**config.mk**
```make
export PLATFORM = sky130hd
export DESIGN_NAME = bus_arbiter_2m
export DESIGN_NICKNAME = d
export VERILOG_FILES = /design/src/rtl/bus_arbiter_2m.sv
export SDC_FILE = /design/constraint.sdc
export NUM_CORES = 1
export LEC_CHECK = 0
export BUFFER_PORTS_ARGS = -buffer_cell sky130_fd_sc_hd__buf_2
export CAP_MARGIN = 0
export CORE_AREA = 2 2 192 194
export DETAILED_ROUTE_END_ITERATION = 7
export DIE_AREA = 0 0 194 196
export GPL_ROUTABILITY_DRIVEN = 0
export REMOVE_ABC_BUFFERS = 1
export SLEW_MARGIN = 20
export SYNTH_ARGS = -nofsm -noshare
export SYNTH_HDL_FRONTEND = slang
export SYNTH_SLANG_ARGS = --single-unit
```
**constraint.sdc**
```tcl
create_clock -name clk_i -period 1.76 [get_ports clk_i]
set_clock_uncertainty 0.2 [all_clocks]
set_input_delay 0.352 -clock clk_i [delete_from_list [all_inputs] [get_ports clk_i]]
set_output_delay 0.352 -clock clk_i [all_outputs]
set_load 0.005 [all_outputs]
```
**src/rtl/bus_arbiter_2m.sv**
```systemverilog
// Two-master round-robin arbiter for the 64-bit S64X7 bus (m0 = CPU, m1 = DMA/video); optional watchdog via `BUS_TIMEOUT_EN.
// Latency: grant one clock after a request is seen in IDLE; the granted master's request passes combinationally to the slave.
// Backpressure: grant held while owner's cyc is high, one dead IDLE cycle between owners; stalling masters is the system's job.
module bus_arbiter_2m #(
    parameter int unsigned TIMEOUT_CYCLES = 255,
    parameter int unsigned ADR_LSB        = 3
) (
    input  logic                clk_i,
    input  logic                reset_ni,
    input  logic [63:ADR_LSB]   m0_adr_i,
    input  logic                m0_cyc_i,
    input  logic [7:0]          m0_sel_i,
    input  logic                m0_we_i,
    input  logic                m0_vpa_i,
    input  logic [3:0]          m0_opc_i,
    input  logic [63:0]         m0_dat_i,
    output logic                m0_ack_o,
    output logic                m0_err_o,
    input  logic [63:ADR_LSB]   m1_adr_i,
    input  logic                m1_cyc_i,
    input  logic [7:0]          m1_sel_i,
    input  logic                m1_we_i,
    input  logic [63:0]         m1_dat_i,
    output logic                m1_ack_o,
    output logic                m1_err_o,
    output logic [63:ADR_LSB]   s_adr_o,
    output logic                s_cyc_o,
    output logic                s_stb_o,
    output logic [7:0]          s_sel_o,
    output logic                s_we_o,
    output logic                s_vpa_o,
    output logic [3:0]          s_opc_o,
    output logic [63:0]         s_dat_o,
    input  logic [63:0]         s_dat_i,
    input  logic                s_ack_i,
    output logic [1:0]          gnt_o
);

    typedef enum logic [1:0] {
        IDLE = 2'd0,
        GNT0 = 2'd1,
        GNT1 = 2'd2
    } state_t;

    state_t     state_q;
    logic       last_q;     // master that owned the bus most recently
    logic [1:0] gnt_q;
    logic       own0;
    logic       own1;
    logic       timeout;    // terminal watchdog cycle: error instead of ack, grant dropped

    assign own0 = (state_q == GNT0);
    assign own1 = (state_q == GNT1);

    // Read data reaches both masters by direct wiring of the shared slave data net.
    logic unused_rdata;
    assign unused_rdata = ^s_dat_i;

`ifdef BUS_TIMEOUT_EN
    logic [15:0] cnt_q;

    // Count consecutive granted cycles without ack; held at zero while idle so each grant starts fresh
    always_ff @(posedge clk_i or negedge reset_ni) begin
        if (!reset_ni) begin
            cnt_q <= 16'd0;
        end else if ((state_q == IDLE) || s_ack_i) begin
            cnt_q <= 16'd0;
        end else begin
            cnt_q <= cnt_q + 16'd1;
        end
    end

    // An ack in the terminal cycle wins over the error
    assign timeout = (own0 || own1) && !s_ack_i && (cnt_q == 16'(TIMEOUT_CYCLES - 1));
`else
    assign timeout = 1'b0;

    logic unused_timeout;
    assign unused_timeout = (TIMEOUT_CYCLES == 0);
`endif

    // Arbitration FSM: choose an owner from IDLE, hold it until its cyc drops or the watchdog fires
    always_ff @(posedge clk_i or negedge reset_ni) begin
        if (!reset_ni) begin
            state_q <= IDLE;
            last_q  <= 1'b1;
            gnt_q   <= 2'b00;
        end else begin
            case (state_q)
                IDLE: begin
                    // m0 wins when alone, or on a tie when m1 owned last
                    if (m0_cyc_i && (!m1_cyc_i || last_q)) begin
                        state_q <= GNT0;
                        gnt_q   <= 2'b01;
                    end else if (m1_cyc_i) begin
                        state_q <= GNT1;
                        gnt_q   <= 2'b10;
                    end
                end
                GNT0: begin
                    if (!m0_cyc_i || timeout) begin
                        state_q <= IDLE;
                        gnt_q   <= 2'b00;
                        last_q  <= 1'b0;
                    end
                end
                GNT1: begin
                    if (!m1_cyc_i || timeout) begin
                        state_q <= IDLE;
                        gnt_q   <= 2'b00;
                        last_q  <= 1'b1;
                    end
                end
                default: begin
                    state_q <= IDLE;
                    gnt_q   <= 2'b00;
                end
            endcase
        end
    end

    // Route the owner's request to the slave and the slave's ack back to the owner only
    always_comb begin
        s_cyc_o  = 1'b0;
        s_adr_o  = '0;
        s_sel_o  = 8'h00;
        s_we_o   = 1'b0;
        s_vpa_o  = 1'b0;
        s_opc_o  = 4'h0;
        s_dat_o  = 64'h0;
        m0_ack_o = 1'b0;
        m1_ack_o = 1'b0;
        if (own0) begin
            s_cyc_o  = m0_cyc_i && !timeout;
            s_adr_o  = m0_adr_i;
            s_sel_o  = m0_sel_i;
            s_we_o   = m0_we_i;
            s_vpa_o  = m0_vpa_i;
            s_opc_o  = m0_opc_i;
            s_dat_o  = m0_dat_i;
            m0_ack_o = s_ack_i;
        end else if (own1) begin
            s_cyc_o  = m1_cyc_i && !timeout;
            s_adr_o  = m1_adr_i;
            s_sel_o  = m1_sel_i;
            s_we_o   = m1_we_i;
            s_dat_o  = m1_dat_i;
            m1_ack_o = s_ack_i;
        end
    end

    assign s_stb_o  = s_cyc_o;
    assign m0_err_o = own0 && timeout;
    assign m1_err_o = own1 && timeout;
    assign gnt_o    = gnt_q;

endmodule

```
==> Yosys cells after proc, flatten, opt, wreduce, memory -nomap -nowiden <==
Cells that the tools add are included.
Widths: inputs -> output; s select.
{ "classes": {"eq_ne": 5, "n_mux": 23, "n_reduce_logical": 7} }
{ "op_table": {"columns": ["op", "count"], "rows": [
  ["$mux 64", 2],
  ["$mux 61", 2],
  ["$mux 8", 2],
  ["$mux 1", 10],
  ["$mux 2", 4],
  ["$pmux 2 s3", 1],
  ["$reduce_and 3->1", 2],
  ["$mux 4", 1],
  ["$ne 2x2->1 const B", 2],
  ["$ne 3x3->1 const B", 1],
  ["$eq 2x1->1 const B", 1],
  ["$eq 2x2->1 const B", 1],
  ["$logic_not 2->1", 1],
  ["$pmux 1 s2", 1],
  ["$reduce_bool 2->1", 1],
  ["$logic_and 1x1->1", 1],
  ["$logic_not 1->1", 1],
  ["$logic_or 1x1->1", 1]
]} }
{ "totals": {"reg_bits": 3, "inputBits": 342, "output_inout_bits": 147, "elab_cells": 37} }

==> Longest topological paths before layout <==
{ "depth": {"ltp_word": 5, "depth_mapped": 5, "mapped_depth_nobuf": 3} }

==> Worst setup path after synthesis <==
Ideal clock, no wire load.
{ "synth_path": {"kind": "flip-flop to output port", "start": "reg, netlist name gnt_o[1]", "end": "out s_stb_o", "arrival_time_ns": 1.198, "t_required_ns": 1.208, "slack_ns": 0.010, "path_stages_with_launch": 6, "n_path_buf": 3, "path_cell_list": "dfrtp_1 nor2b_1 buf_4 buf_6 a22o_1 buf_4"} }
{ "synth_rtl": {"columns": ["element", "line", "source"], "rows": [
  ["end, declared", "28", "output logic s_stb_o,"]
]} }

==> metrics.csv <==
metric;value;unit
outcome;complete, but fails checks;
failing checks;setup timing;
leakage power;2.66;nW
Residual DRC;0;
vias in the first global route;3109;
H-Tree Depth;1;
r2r setup slk;0.46;ns
Setup crit end kind;output pin;
RSZ-0062 raised after global routing;true;
top-area cell type share of the netlist area;72.6;%
Syn Area/Cell;8.57;sq um
routed vias/inst;3.29;
std cell rows;70;
Num CTS Buffers;3;
antenna violations before repair;0;
setup slack after layout;-0.341;ns
initial core utilization;4.51;%
commonest cells in the netlist;a22o_1, buf_2, buf_6;
Yosys cell types;14;
fmax;476;MHz
leading area contributor after synthesis;a22o_1;
WP data arrival;1.55;ns
CTS tree;done;
Final Hold Vio Count;0;
1st-pass router iterations;4;
Worst R2R Start;gnt_o[1];
fin crit share;119;%
first-pass GRT wire length;18600;microns
Synth area leaders;a22o_1, buf_6, buf_2;
Placed Area;4170;sq um
DIE WIDTH;194;microns
sequential area share after synthesis;4.69;%
count of state elements after synthesis;3;
most frequent cell after synthesis;a22o_1;
Clock Tree Buf Depth;2;
Sw Pwr;1.05;mW
sequential share of power;3.9;%
Post-synth EDFFs;0;
CP required;1.21;ns
Crit Path Category;register to output pin;
clock sinks;3;
largest net degree at the start of global routing;38;
Area growth syn-to-layout;190;%
GRT Util Overall;6.39;%
Ports;489;
Worst-path clk slew;0.03;ns
ANT nets after route;0;
nets;950;
Hold Path Depth;3;
Max VDD drop;0.660;mV
Yosys Warn Count;0;
Ant. Diodes;0;
Pwr Density;557;nW/um^2
Mapped Cells;190;
gr ovfl total;0;
worst hold start;m1_cyc_i;
WL final;15900;microns
worst skew pair latency;0.22;ns
reg2reg end;gnt_o[1];
final cell count without fillers;1075;
Iter 0 DRT Violations;141;
Gate power share;82.4;%
Die ar.;38000;sq um
core area;36100;sq um
Primary FF master, synth;dfrtp_1;
DIE HEIGHT;196;microns
hold endpoint;gnt_o[1];
crit path max fanout;19;
Root Buffer Master;clkbuf_16;
FFs w/ async S/R, synth;100;%
crit start category;register;
DPL Wire Length;10600;microns
Max Cap Viol;0;
mapped cell area;1630;sq um
Final Cell Area;4730;sq um
Slew Viols, Final;0;
IO Port Bufs;422;
Final setup viols;143;
R2R cell count;4;
minimum clock period;2.10;ns
WL per Instance;14.8;microns
routed via count;3542;
Net Sw Frac;39.9;%
internal power;1.58;mW
share of cells above drive strength 1;74.6;%
placed insts;1053;
Clk pwr share;13.8;%
worst min path class;input pin to register;
==> flip-flops by register name, indices dropped and copies added, names as in the netlist <==
| register | cells |
|---|---|
| gnt_o | 2 |
| last_q | 1 |
==> timing repair <==
action	CTS	global route
cloned	5	7
buffers inserted	4	1
pin swaps	8	0
setup endpoints to repair	143	143
hold endpoints to repair	3	0
hold buffers	1	0
gates resized for setup	23	11
==> layout by cell type, fill, tap and decap left out, types with 2 or more instances in the layout <==
master     Yosys  layout
buf_6         12      13
dfrtp_1        2       2
and2_4         0       2
clkbuf_16      0       8
o21ai_0        2       2
buf_4          8       6
buf_2         14     409
nor2b_4        0       2
a22o_1       135     135
buf_12         0       2
a21oi_1        2       2
buf_16         0       9
conb_1         1       2
and2_1         7       5
==> per-layer routing <==
metal | vias to the layer above | GRT usage, % | share of wire, %
met2 | 303 | 12.3 | 52
met3 | 8 | 1.13 | 9.8
met5 | - | 0 | 0
li1 | 1646 | - | -
met1 | 1585 | 7.45 | 37
met4 | 0 | 1.01 | 0.87
==> cell families after synthesis <==
logic type	share of synthesized area (%)
flip-flops	4.69
other	0.230
AND/OR/NAND/NOR	4.23
AO/OA/AOI/OAI	74.3
buffers and inverters	16.5
==> worst max path at each step <==
| stage | cells after the start | end | slack [ns] | startpoint |
|---|---|---|---|---|
| after floorplan | 2 | s_adr_o[10] | -4.33 | gnt_o[1] |
| after global placement | 4 | s_dat_o[32] | -0.1 | gnt_o[0] |
| after detailed placement | 4 | s_dat_o[16] | -0.12 | gnt_o[0] |
| after CTS | 5 | s_dat_o[40] | -0.34 | gnt_o[0] |
| after global routing | 5 | s_adr_o[15] | -0.40 | gnt_o[0] |
| final | 5 | s_adr_o[60] | -0.34 | gnt_o[0] |
==> power groups by stage <==
| stage | registers, mW | clock network [mW] | logic [mW] |
|---|---|---|---|
| 2_1_floorplan | 0.0997 | 0 | 0.791 |
| 3_3_place_gp | 0.101 | 0 | 1.68 |
| 3_5_place_dp | 0.102 | 0 | 1.70 |
| 4_1_cts | 0.102 | 0.366 | 1.99 |
| 5_1_grt | 0.105 | 0.370 | 2.33 |
| 6_report | 0.102 | 0.363 | 2.17 |
==> critical path: stages (launching register included) <==
cell and delay (ns):
dfrtp_1 0.41, nor2b_4 0.16, buf_12 0.16, buf_16 0.16, a22o_1 0.27, buf_2 0.13
==> area by class of cell <==
cell class | count | area [sq um]
well taps | 468 | 586
flip-flops and latches | 3 | 76.3
multi-input cells | 153 | 1310
inverters | 1 | 3.75
fillers | 4108 | 31400
clock buffers | 4 | 78.8
repair buffers | 446 | 2680
==> metrics by stage <==
stage          setup slack [ns]  TNS [ns]  total power, mW  util [%]  hold WS (ns)
6_report                 -0.341    -42.11             2.63      13.1         0.211
2_1_floorplan             -4.33   -618.28            0.891         -        -0.144
4_1_cts                  -0.338    -40.29             2.45      12.5         0.198
5_1_grt                  -0.402    -50.98             2.80      13.1         0.217
3_3_place_gp            -0.0954     -3.87             1.78      11.6       -0.0476
3_5_place_dp             -0.125     -5.46             1.80      11.6       -0.0445
(Power assumes the default switching activity.)
